File: src/rtl/ex_stage.sv
// Execute stage: ID->EX pipe register, 12-op ALU, HI/LO, 32-cycle restoring divider.
// Define EX_MULT_EN to decode mult/multu as single-cycle writes of {HI,LO}.
module ex_stage #(
  parameter int unsigned ID_TO_EX_WD  = 159,
  parameter int unsigned EX_TO_MEM_WD = 76,
  parameter int unsigned STALL_W      = 6
) (
  input  logic                    clk,
  input  logic                    rst,
  input  logic [STALL_W-1:0]      stall,
  input  logic [ID_TO_EX_WD-1:0]  id_to_ex_bus,
  output logic [EX_TO_MEM_WD-1:0] ex_to_mem_bus,
  output logic                    ex_write_en,
  output logic [4:0]              ex_write_address,
  output logic [31:0]             ex_write_data,
  output logic                    ex_is_load,
  output logic                    stallreq,
  output logic                    data_sram_en,
  output logic [3:0]              data_sram_wen,
  output logic [31:0]             data_sram_addr,
  output logic [31:0]             data_sram_wdata
);

  typedef enum logic [1:0] {StIdle, StRun, StDone} div_state_e;

  logic [ID_TO_EX_WD-1:0] id_to_ex_q;
  logic                   pipe_advance;

  assign pipe_advance = ~(stall[2] & stall[3]);

  always_ff @(posedge clk) begin
    if (rst) begin
      id_to_ex_q <= '0;
    end else if (stall[2] && !stall[3]) begin
      id_to_ex_q <= '0;
    end else if (!stall[2]) begin
      id_to_ex_q <= id_to_ex_bus;
    end
  end

  logic [31:0] pc, inst, rs_val, rt_val;
  logic [11:0] alu_op;
  logic [2:0]  src1_sel;
  logic [3:0]  src2_sel, ram_wen;
  logic        ram_en, rf_we, sel_rf_res;
  logic [4:0]  rf_waddr;

  assign pc         = id_to_ex_q[158:127];
  assign inst       = id_to_ex_q[126:95];
  assign alu_op     = id_to_ex_q[94:83];
  assign src1_sel   = id_to_ex_q[82:80];
  assign src2_sel   = id_to_ex_q[79:76];
  assign ram_en     = id_to_ex_q[75];
  assign ram_wen    = id_to_ex_q[74:71];
  assign rf_we      = id_to_ex_q[70];
  assign rf_waddr   = id_to_ex_q[69:65];
  assign sel_rf_res = id_to_ex_q[64];
  assign rs_val     = id_to_ex_q[63:32];
  assign rt_val     = id_to_ex_q[31:0];

  logic unused_bits;
  assign unused_bits = ^{inst[25:16], stall[STALL_W-1:4], stall[1:0]};

  // ALU
  logic [31:0] src1, src2, alu_res;
  logic [31:0] add_res, sub_res, slt_res, sltu_res, sll_res, srl_res, sra_res, lui_res;

  assign src1 = ({32{src1_sel[0]}} & rs_val)
              | ({32{src1_sel[1]}} & pc)
              | ({32{src1_sel[2]}} & {27'b0, inst[10:6]});
  assign src2 = ({32{src2_sel[0]}} & rt_val)
              | ({32{src2_sel[1]}} & {{16{inst[15]}}, inst[15:0]})
              | ({32{src2_sel[2]}} & 32'd8)
              | ({32{src2_sel[3]}} & {16'b0, inst[15:0]});

  assign add_res  = src1 + src2;
  assign sub_res  = src1 - src2;
  assign slt_res  = {31'b0, $signed(src1) < $signed(src2)};
  assign sltu_res = {31'b0, src1 < src2};
  assign sll_res  = src2 << src1[4:0];
  assign srl_res  = src2 >> src1[4:0];
  assign sra_res  = $unsigned($signed(src2) >>> src1[4:0]);
  assign lui_res  = {src2[15:0], 16'b0};

  assign alu_res = ({32{alu_op[11]}} & add_res)
                 | ({32{alu_op[10]}} & sub_res)
                 | ({32{alu_op[9]}}  & slt_res)
                 | ({32{alu_op[8]}}  & sltu_res)
                 | ({32{alu_op[7]}}  & (src1 & src2))
                 | ({32{alu_op[6]}}  & ~(src1 | src2))
                 | ({32{alu_op[5]}}  & (src1 | src2))
                 | ({32{alu_op[4]}}  & (src1 ^ src2))
                 | ({32{alu_op[3]}}  & sll_res)
                 | ({32{alu_op[2]}}  & srl_res)
                 | ({32{alu_op[1]}}  & sra_res)
                 | ({32{alu_op[0]}}  & lui_res);

  // HI/LO instruction decode
  logic special, inst_mfhi, inst_mthi, inst_mflo, inst_mtlo, inst_div, inst_divu;
  assign special   = (inst[31:26] == 6'b000000);
  assign inst_mfhi = special & (inst[5:0] == 6'b010000);
  assign inst_mthi = special & (inst[5:0] == 6'b010001);
  assign inst_mflo = special & (inst[5:0] == 6'b010010);
  assign inst_mtlo = special & (inst[5:0] == 6'b010011);
  assign inst_div  = special & (inst[5:0] == 6'b011010);
  assign inst_divu = special & (inst[5:0] == 6'b011011);

  // Divider
  div_state_e  div_state_q, div_state_d;
  logic [4:0]  div_cnt_q, div_cnt_d;
  logic [31:0] div_rem_q, div_rem_d, div_quo_q, div_quo_d, div_dvs_q, div_dvs_d;
  logic [31:0] div_dvd_q, div_dvd_d;
  logic        div_qneg_q, div_qneg_d, div_rneg_q, div_rneg_d;
  logic        div_zero_q, div_zero_d, div_done_q, div_done_d;
  logic        div_start, div_wr;
  logic [32:0] rem_shift, rem_trial;
  logic [31:0] quo_fix, rem_fix, div_hi, div_lo;

  // done flag keeps a held div from being restarted after its result is written
  assign div_start = (div_state_q == StIdle) & (inst_div | inst_divu) & ~div_done_q;
  assign stallreq  = div_start | (div_state_q == StRun);
  assign rem_shift = {div_rem_q, div_quo_q[31]};
  assign rem_trial = rem_shift - {1'b0, div_dvs_q};

  always_comb begin
    div_state_d = div_state_q;
    div_cnt_d   = div_cnt_q;
    div_rem_d   = div_rem_q;
    div_quo_d   = div_quo_q;
    div_dvs_d   = div_dvs_q;
    div_dvd_d   = div_dvd_q;
    div_qneg_d  = div_qneg_q;
    div_rneg_d  = div_rneg_q;
    div_zero_d  = div_zero_q;
    div_done_d  = pipe_advance ? 1'b0 : div_done_q;
    div_wr      = 1'b0;
    unique case (div_state_q)
      StIdle: begin
        if (div_start) begin
          div_quo_d   = (inst_div & rs_val[31]) ? (32'd0 - rs_val) : rs_val;
          div_dvs_d   = (inst_div & rt_val[31]) ? (32'd0 - rt_val) : rt_val;
          div_rem_d   = '0;
          div_cnt_d   = '0;
          div_dvd_d   = rs_val;
          div_qneg_d  = inst_div & (rs_val[31] ^ rt_val[31]);
          div_rneg_d  = inst_div & rs_val[31];
          div_zero_d  = (rt_val == 32'd0);
          div_state_d = StRun;
        end
      end
      StRun: begin
        if (!rem_trial[32]) begin
          div_rem_d = rem_trial[31:0];
          div_quo_d = {div_quo_q[30:0], 1'b1};
        end else begin
          div_rem_d = rem_shift[31:0];
          div_quo_d = {div_quo_q[30:0], 1'b0};
        end
        div_cnt_d = div_cnt_q + 5'd1;
        if (div_cnt_q == 5'd31) div_state_d = StDone;
      end
      StDone: begin
        div_wr      = 1'b1;
        div_state_d = StIdle;
        if (!pipe_advance) div_done_d = 1'b1;
      end
      default: div_state_d = StIdle;
    endcase
  end

  always_ff @(posedge clk) begin
    if (rst) begin
      div_state_q <= StIdle;
      div_cnt_q   <= '0;
      div_rem_q   <= '0;
      div_quo_q   <= '0;
      div_dvs_q   <= '0;
      div_dvd_q   <= '0;
      div_qneg_q  <= 1'b0;
      div_rneg_q  <= 1'b0;
      div_zero_q  <= 1'b0;
      div_done_q  <= 1'b0;
    end else begin
      div_state_q <= div_state_d;
      div_cnt_q   <= div_cnt_d;
      div_rem_q   <= div_rem_d;
      div_quo_q   <= div_quo_d;
      div_dvs_q   <= div_dvs_d;
      div_dvd_q   <= div_dvd_d;
      div_qneg_q  <= div_qneg_d;
      div_rneg_q  <= div_rneg_d;
      div_zero_q  <= div_zero_d;
      div_done_q  <= div_done_d;
    end
  end

  assign quo_fix = div_qneg_q ? (32'd0 - div_quo_q) : div_quo_q;
  assign rem_fix = div_rneg_q ? (32'd0 - div_rem_q) : div_rem_q;
  assign div_lo  = div_zero_q ? 32'hFFFF_FFFF : quo_fix;
  assign div_hi  = div_zero_q ? div_dvd_q : rem_fix;

  // HI/LO
  logic [31:0] hi_q, hi_d, lo_q, lo_d;

`ifdef EX_MULT_EN
  logic        inst_mult, inst_multu;
  logic [63:0] mul_a, mul_b, product;
  assign inst_mult  = special & (inst[5:0] == 6'b011000);
  assign inst_multu = special & (inst[5:0] == 6'b011001);
  assign mul_a      = {(inst_mult ? {32{rs_val[31]}} : 32'b0), rs_val};
  assign mul_b      = {(inst_mult ? {32{rt_val[31]}} : 32'b0), rt_val};
  assign product    = mul_a * mul_b;
`endif

  always_comb begin
    hi_d = hi_q;
    lo_d = lo_q;
    if (div_wr) begin
      hi_d = div_hi;
      lo_d = div_lo;
    end else if (!stall[3]) begin
      if (inst_mthi) hi_d = rs_val;
      if (inst_mtlo) lo_d = rs_val;
`ifdef EX_MULT_EN
      if (inst_mult | inst_multu) begin
        hi_d = product[63:32];
        lo_d = product[31:0];
      end
`endif
    end
  end

  always_ff @(posedge clk) begin
    if (rst) begin
      hi_q <= '0;
      lo_q <= '0;
    end else begin
      hi_q <= hi_d;
      lo_q <= lo_d;
    end
  end

  // Outputs
  logic [31:0] ex_result;

  always_comb begin
    ex_result = alu_res;
    if (inst_mfhi)      ex_result = hi_q;
    else if (inst_mflo) ex_result = lo_q;
  end

  assign ex_to_mem_bus    = {pc, ram_en, ram_wen, sel_rf_res, rf_we, rf_waddr, ex_result};
  assign ex_write_en      = rf_we;
  assign ex_write_address = rf_waddr;
  assign ex_write_data    = ex_result;
  assign ex_is_load       = ram_en & sel_rf_res;
  assign data_sram_en     = ram_en & ~stall[3];
  assign data_sram_wen    = ram_wen & {4{data_sram_en}};
  assign data_sram_addr   = alu_res;
  assign data_sram_wdata  = rt_val;

endmodule

File: config.mk
export PLATFORM = sky130hd
export DESIGN_NAME = ex_stage
export DESIGN_NICKNAME = d
export VERILOG_FILES = /design/src/rtl/ex_stage.sv
export SDC_FILE = /design/constraint.sdc
export NUM_CORES = 2
export LEC_CHECK = 0
export ABC_AREA = 1
export BUFFER_PORTS_ARGS = -buffer_cell sky130_fd_sc_hd__buf_2
export CORE_AREA = 2 2 304 306
export CTS_CLUSTER_DIAMETER = 30
export CTS_CLUSTER_SIZE = 12
export DETAILED_ROUTE_END_ITERATION = 16
export DIE_AREA = 0 0 306 308
export PLACE_DENSITY = 0.59
export SETUP_SLACK_MARGIN = 0.02
export SYNTH_ARGS = -nofsm -noshare
export SYNTH_HDL_FRONTEND = slang
export SYNTH_SLANG_ARGS = --single-unit
File: constraint.sdc
create_clock -name clk -period 9 [get_ports clk]
set_input_delay 0.45 -clock clk [delete_from_list [all_inputs] [get_ports clk]]
set_output_delay 0.45 -clock clk [all_outputs]
set_load 0.03 [all_outputs]
==> reports/qor.csv <==
metric,value,unit
outcome,"finished, final reports clean",
die span in x,306,µm
Worst setup EP type,primary output,
post-route ant nets,0,
Worst setup SP type,flop,
worst slew pin tran,1.26,ns
critical path class,reg -> out,
Max-Slew Margin vs Limit,15.5,%
most frequent cell after synthesis,nand2_1,
critical hold path startpoint,id_to_ex_bus[79],
syn_area_per_cell,5.87,µm²
Post-synth ARST share,0,%
Reg2Reg Setup Slack,4.85,ns
Clock Skew,0.0245,ns
Power Density,162,nW/µm²
vias in the first global route,34700,
FF-to-FF path depth,14,
CTS sink cnt,352,
largest net degree at the start of global routing,112,
clk buf depth,3,
RSZ-0062 raised after global routing,false,
Pins Over Slew Limit,0,
slowest CP cell,o22ai_1,
first-pass GRT wire length,238,mm
"Seq/Total Area, Yosys",22.3,%
NetSw,0.00196,W
number of port buffers,337,
htree depth,3,
Comb pwr share,20.8,%
Ys Warns,0,
area of the mapped netlist,31600,µm²
Root Driver,clkbuf_16,
Pre-Repair DR Iteration Count,6,
FMAX,0.169,GHz
worst hold slack,0.0706,ns
# rows,111,
Tmin final,5.93,ns
die height,308,µm
pre-CTS WS,3.85,ns
setup violators final,0,
peak supply drop,149,µV
Yosys reg bits,352,
crit share post-route,65.9,%
TritonCTS clock tree,done,
# resized after CTS,0,
Synth top cells by count,"nand2_1 (1503), inv_1 (600), nand3_1 (507), a21oi_1 (475), nor2_1 (438)",
CTS buffer count,78,
crit-path max cell delay,0.85,ns
clock latency on the worst-skew pair,0.62,ns
"Area growth, synth to finish",13.3,%
Post-synth top flop,dfxtp_1,
DRT iter0 DRCs,3862,
post-route setup slack,3.07,ns
via/cell ratio,5.58,
R2R Path End,div_quo_q[3],
Mapped Nets,5690,
clk slew on worst S/H paths,0.05,ns
Min-Delay Path Class,in -> reg,
setup bufs post-CTS,0,
Pleak,17.4,nW
max-cap violations,0,
DP Wirelength,134,mm
Reg power frac,28.6,%
final setup TNS,0,ns
Routed WL,168,mm
Hold Path Sink,id_to_ex_q[79],
Internal,0.00383,W
"Cell Area, Placed",33100,µm²
GRT Total Usage,34.4,%
post-route design area,35800,µm²
most used cell along the critical path,nand2_1,
IO Count,352,
antenna violations before repair,12,
critical path arrival,5.48,ns
layout cells sized above 1,11.8,%
Synth cell types,61,
Synth area leader,dfxtp_1,
grt ovf,0,
worst path cell trace,clkinv_1 > o22ai_1 > ha_1 > inv_1 > a21oi_1 > o21ai_0 > a21oi_1 > nand2_1 > nand2_1 > nand2_1 > nand2_1 > nand2_1 > nand2_1 > nand3_1 > nand3_1 > nand2_1 > nand2_1 > buf_2,
final count of hold timing violations,0,
total number of vias,37500,
Hold Buf Count CTS,0,
Clock Power Share,50.5,%
top-area cell type share of the netlist area,22.3,%
Synth area leaders,"dfxtp_1 (22%), nand2_1 (18%), nand3_1 (8.0%)",
Overall Power,0.00579,W
Initial Utilization,34.8,%
Post-synth EDFFs,0,
r2r startpoint,id_to_ex_q[96],
mean routed wirelength per cell,25.0,µm
Sw Share,33.8,%
worst-path maximum fanout,25,
die area,94200,µm²
count of mapped cells out of synthesis,5389,
Residual DRC,0,
Core Box Area,91000,µm²
Nets,5775,
hold depth,3,
"Req. time, crit path",8.55,ns
gp weighted congestion,1.02,
state kept, by name, summed over array words and instances, names as in the netlist:
signal	cells
div_quo_q	32
lo_q	32
div_rneg_q	1
id_to_ex_q	149
div_state_q	2
div_qneg_q	1
div_dvd_q	32
div_cnt_q	5
hi_q	32
div_done_q	1
div_zero_q	1
div_rem_q	32
div_dvs_q	32
layout make-up:
class                           instances  area, µm²
Timing Repair Buffer                  386       2060
Antenna cell                            6       15.0
Fill cell                           10100      55100
Clock inverter                         43        497
Clock buffer                          100       2220
Multi-Input combinational cell       4029      20100
Sequential cell                       352       7050
Tap cell                             1186       1480
Inverter                              627       2360
through the flow:
step / std cells / util [%]
global route: 6728 / 39.4
floorplan: 5389 / -
finish: 6729 / 39.4
global placement: 6580 / 36.4
CTS: 6723 / 39.4
detailed placement: 6580 / 36.4
routing by layer:
| metal | track usage, % | vias to the layer above | wire [µm] |
|---|---|---|---|
| li1 | - | 17800 | - |
| met4 | 18.4 | 14 | 9710 |
| met5 | 0 | - | 85 |
| met2 | 56.2 | 1723 | 76100 |
| met3 | 5.15 | 346 | 12400 |
| met1 | 43.5 | 17600 | 69600 |
layout by cell type, fill, tap and decap left out, drive strengths merged, types with 7 or more instances in the layout:
master and count:
nand2 1546, inv 625, nand3 517, a21oi 478, nor2 456, buf 386
dfxtp 352, o21ai 351, ha 131, clkbuf 100, o211ai 79, o22ai 72
nor3 68, nand4 64, xor2 51, a31oi 43, clkinv 28, xnor2 26
a211oi 17, o21bai 16, nor4 16, a21o 14, a221oi 14, o221ai 14
clkinvlp 10, o21a 9, or2 9, o2111ai 7, bufinv 7, a21boi 7
how the worst max path moves through the flow:
stage                               from                 to  cells after the start
after floorplan           id_to_ex_q[80]   ex_write_data[6]                     21
after global placement    id_to_ex_q[81]  ex_write_data[26]                     18
after detailed placement  id_to_ex_q[81]  ex_to_mem_bus[26]                     18
after CTS                 id_to_ex_q[81]  ex_to_mem_bus[26]                     18
after global routing      id_to_ex_q[81]  ex_to_mem_bus[26]                     18
final                     id_to_ex_q[81]  ex_to_mem_bus[26]                     18
critical path, delay by kind of cell, from the launching register on:
family          cells  cell delay [ns]
compound gates      4             1.83
fa+ha+maj           1             0.44
buf+inv             3             1.00
flops               1             0.49
simple gates       10             1.09
kinds of logic (layout without fill, tap and decap cells):
| group | count (synthesis) | in the layout | share of synthesized area, % |
|---|---|---|---|
| other cells | 0 | 6 | 0 |
| fa+ha+maj | 134 | 134 | 5.37 |
| flops | 352 | 352 | 22.3 |
| compound gates | 1133 | 1133 | 20.2 |
| xor+xnor | 77 | 77 | 2.13 |
| buf+inv | 1008 | 1156 | 14.1 |
| simple gates | 2685 | 2685 | 35.8 |
power by group through the flow:
stage / Clock (W) / Sequential (W) / Combinational (W)
floorplan: 0 / 0.00165 / 0.000791
global placement: 0 / 0.00168 / 0.00118
detailed placement: 0 / 0.00168 / 0.00118
CTS: 0.00295 / 0.00166 / 0.00119
global route: 0.00303 / 0.00166 / 0.00128
finish: 0.00293 / 0.00166 / 0.00121
No activity file was read; power rests on OpenSTA's default activity.
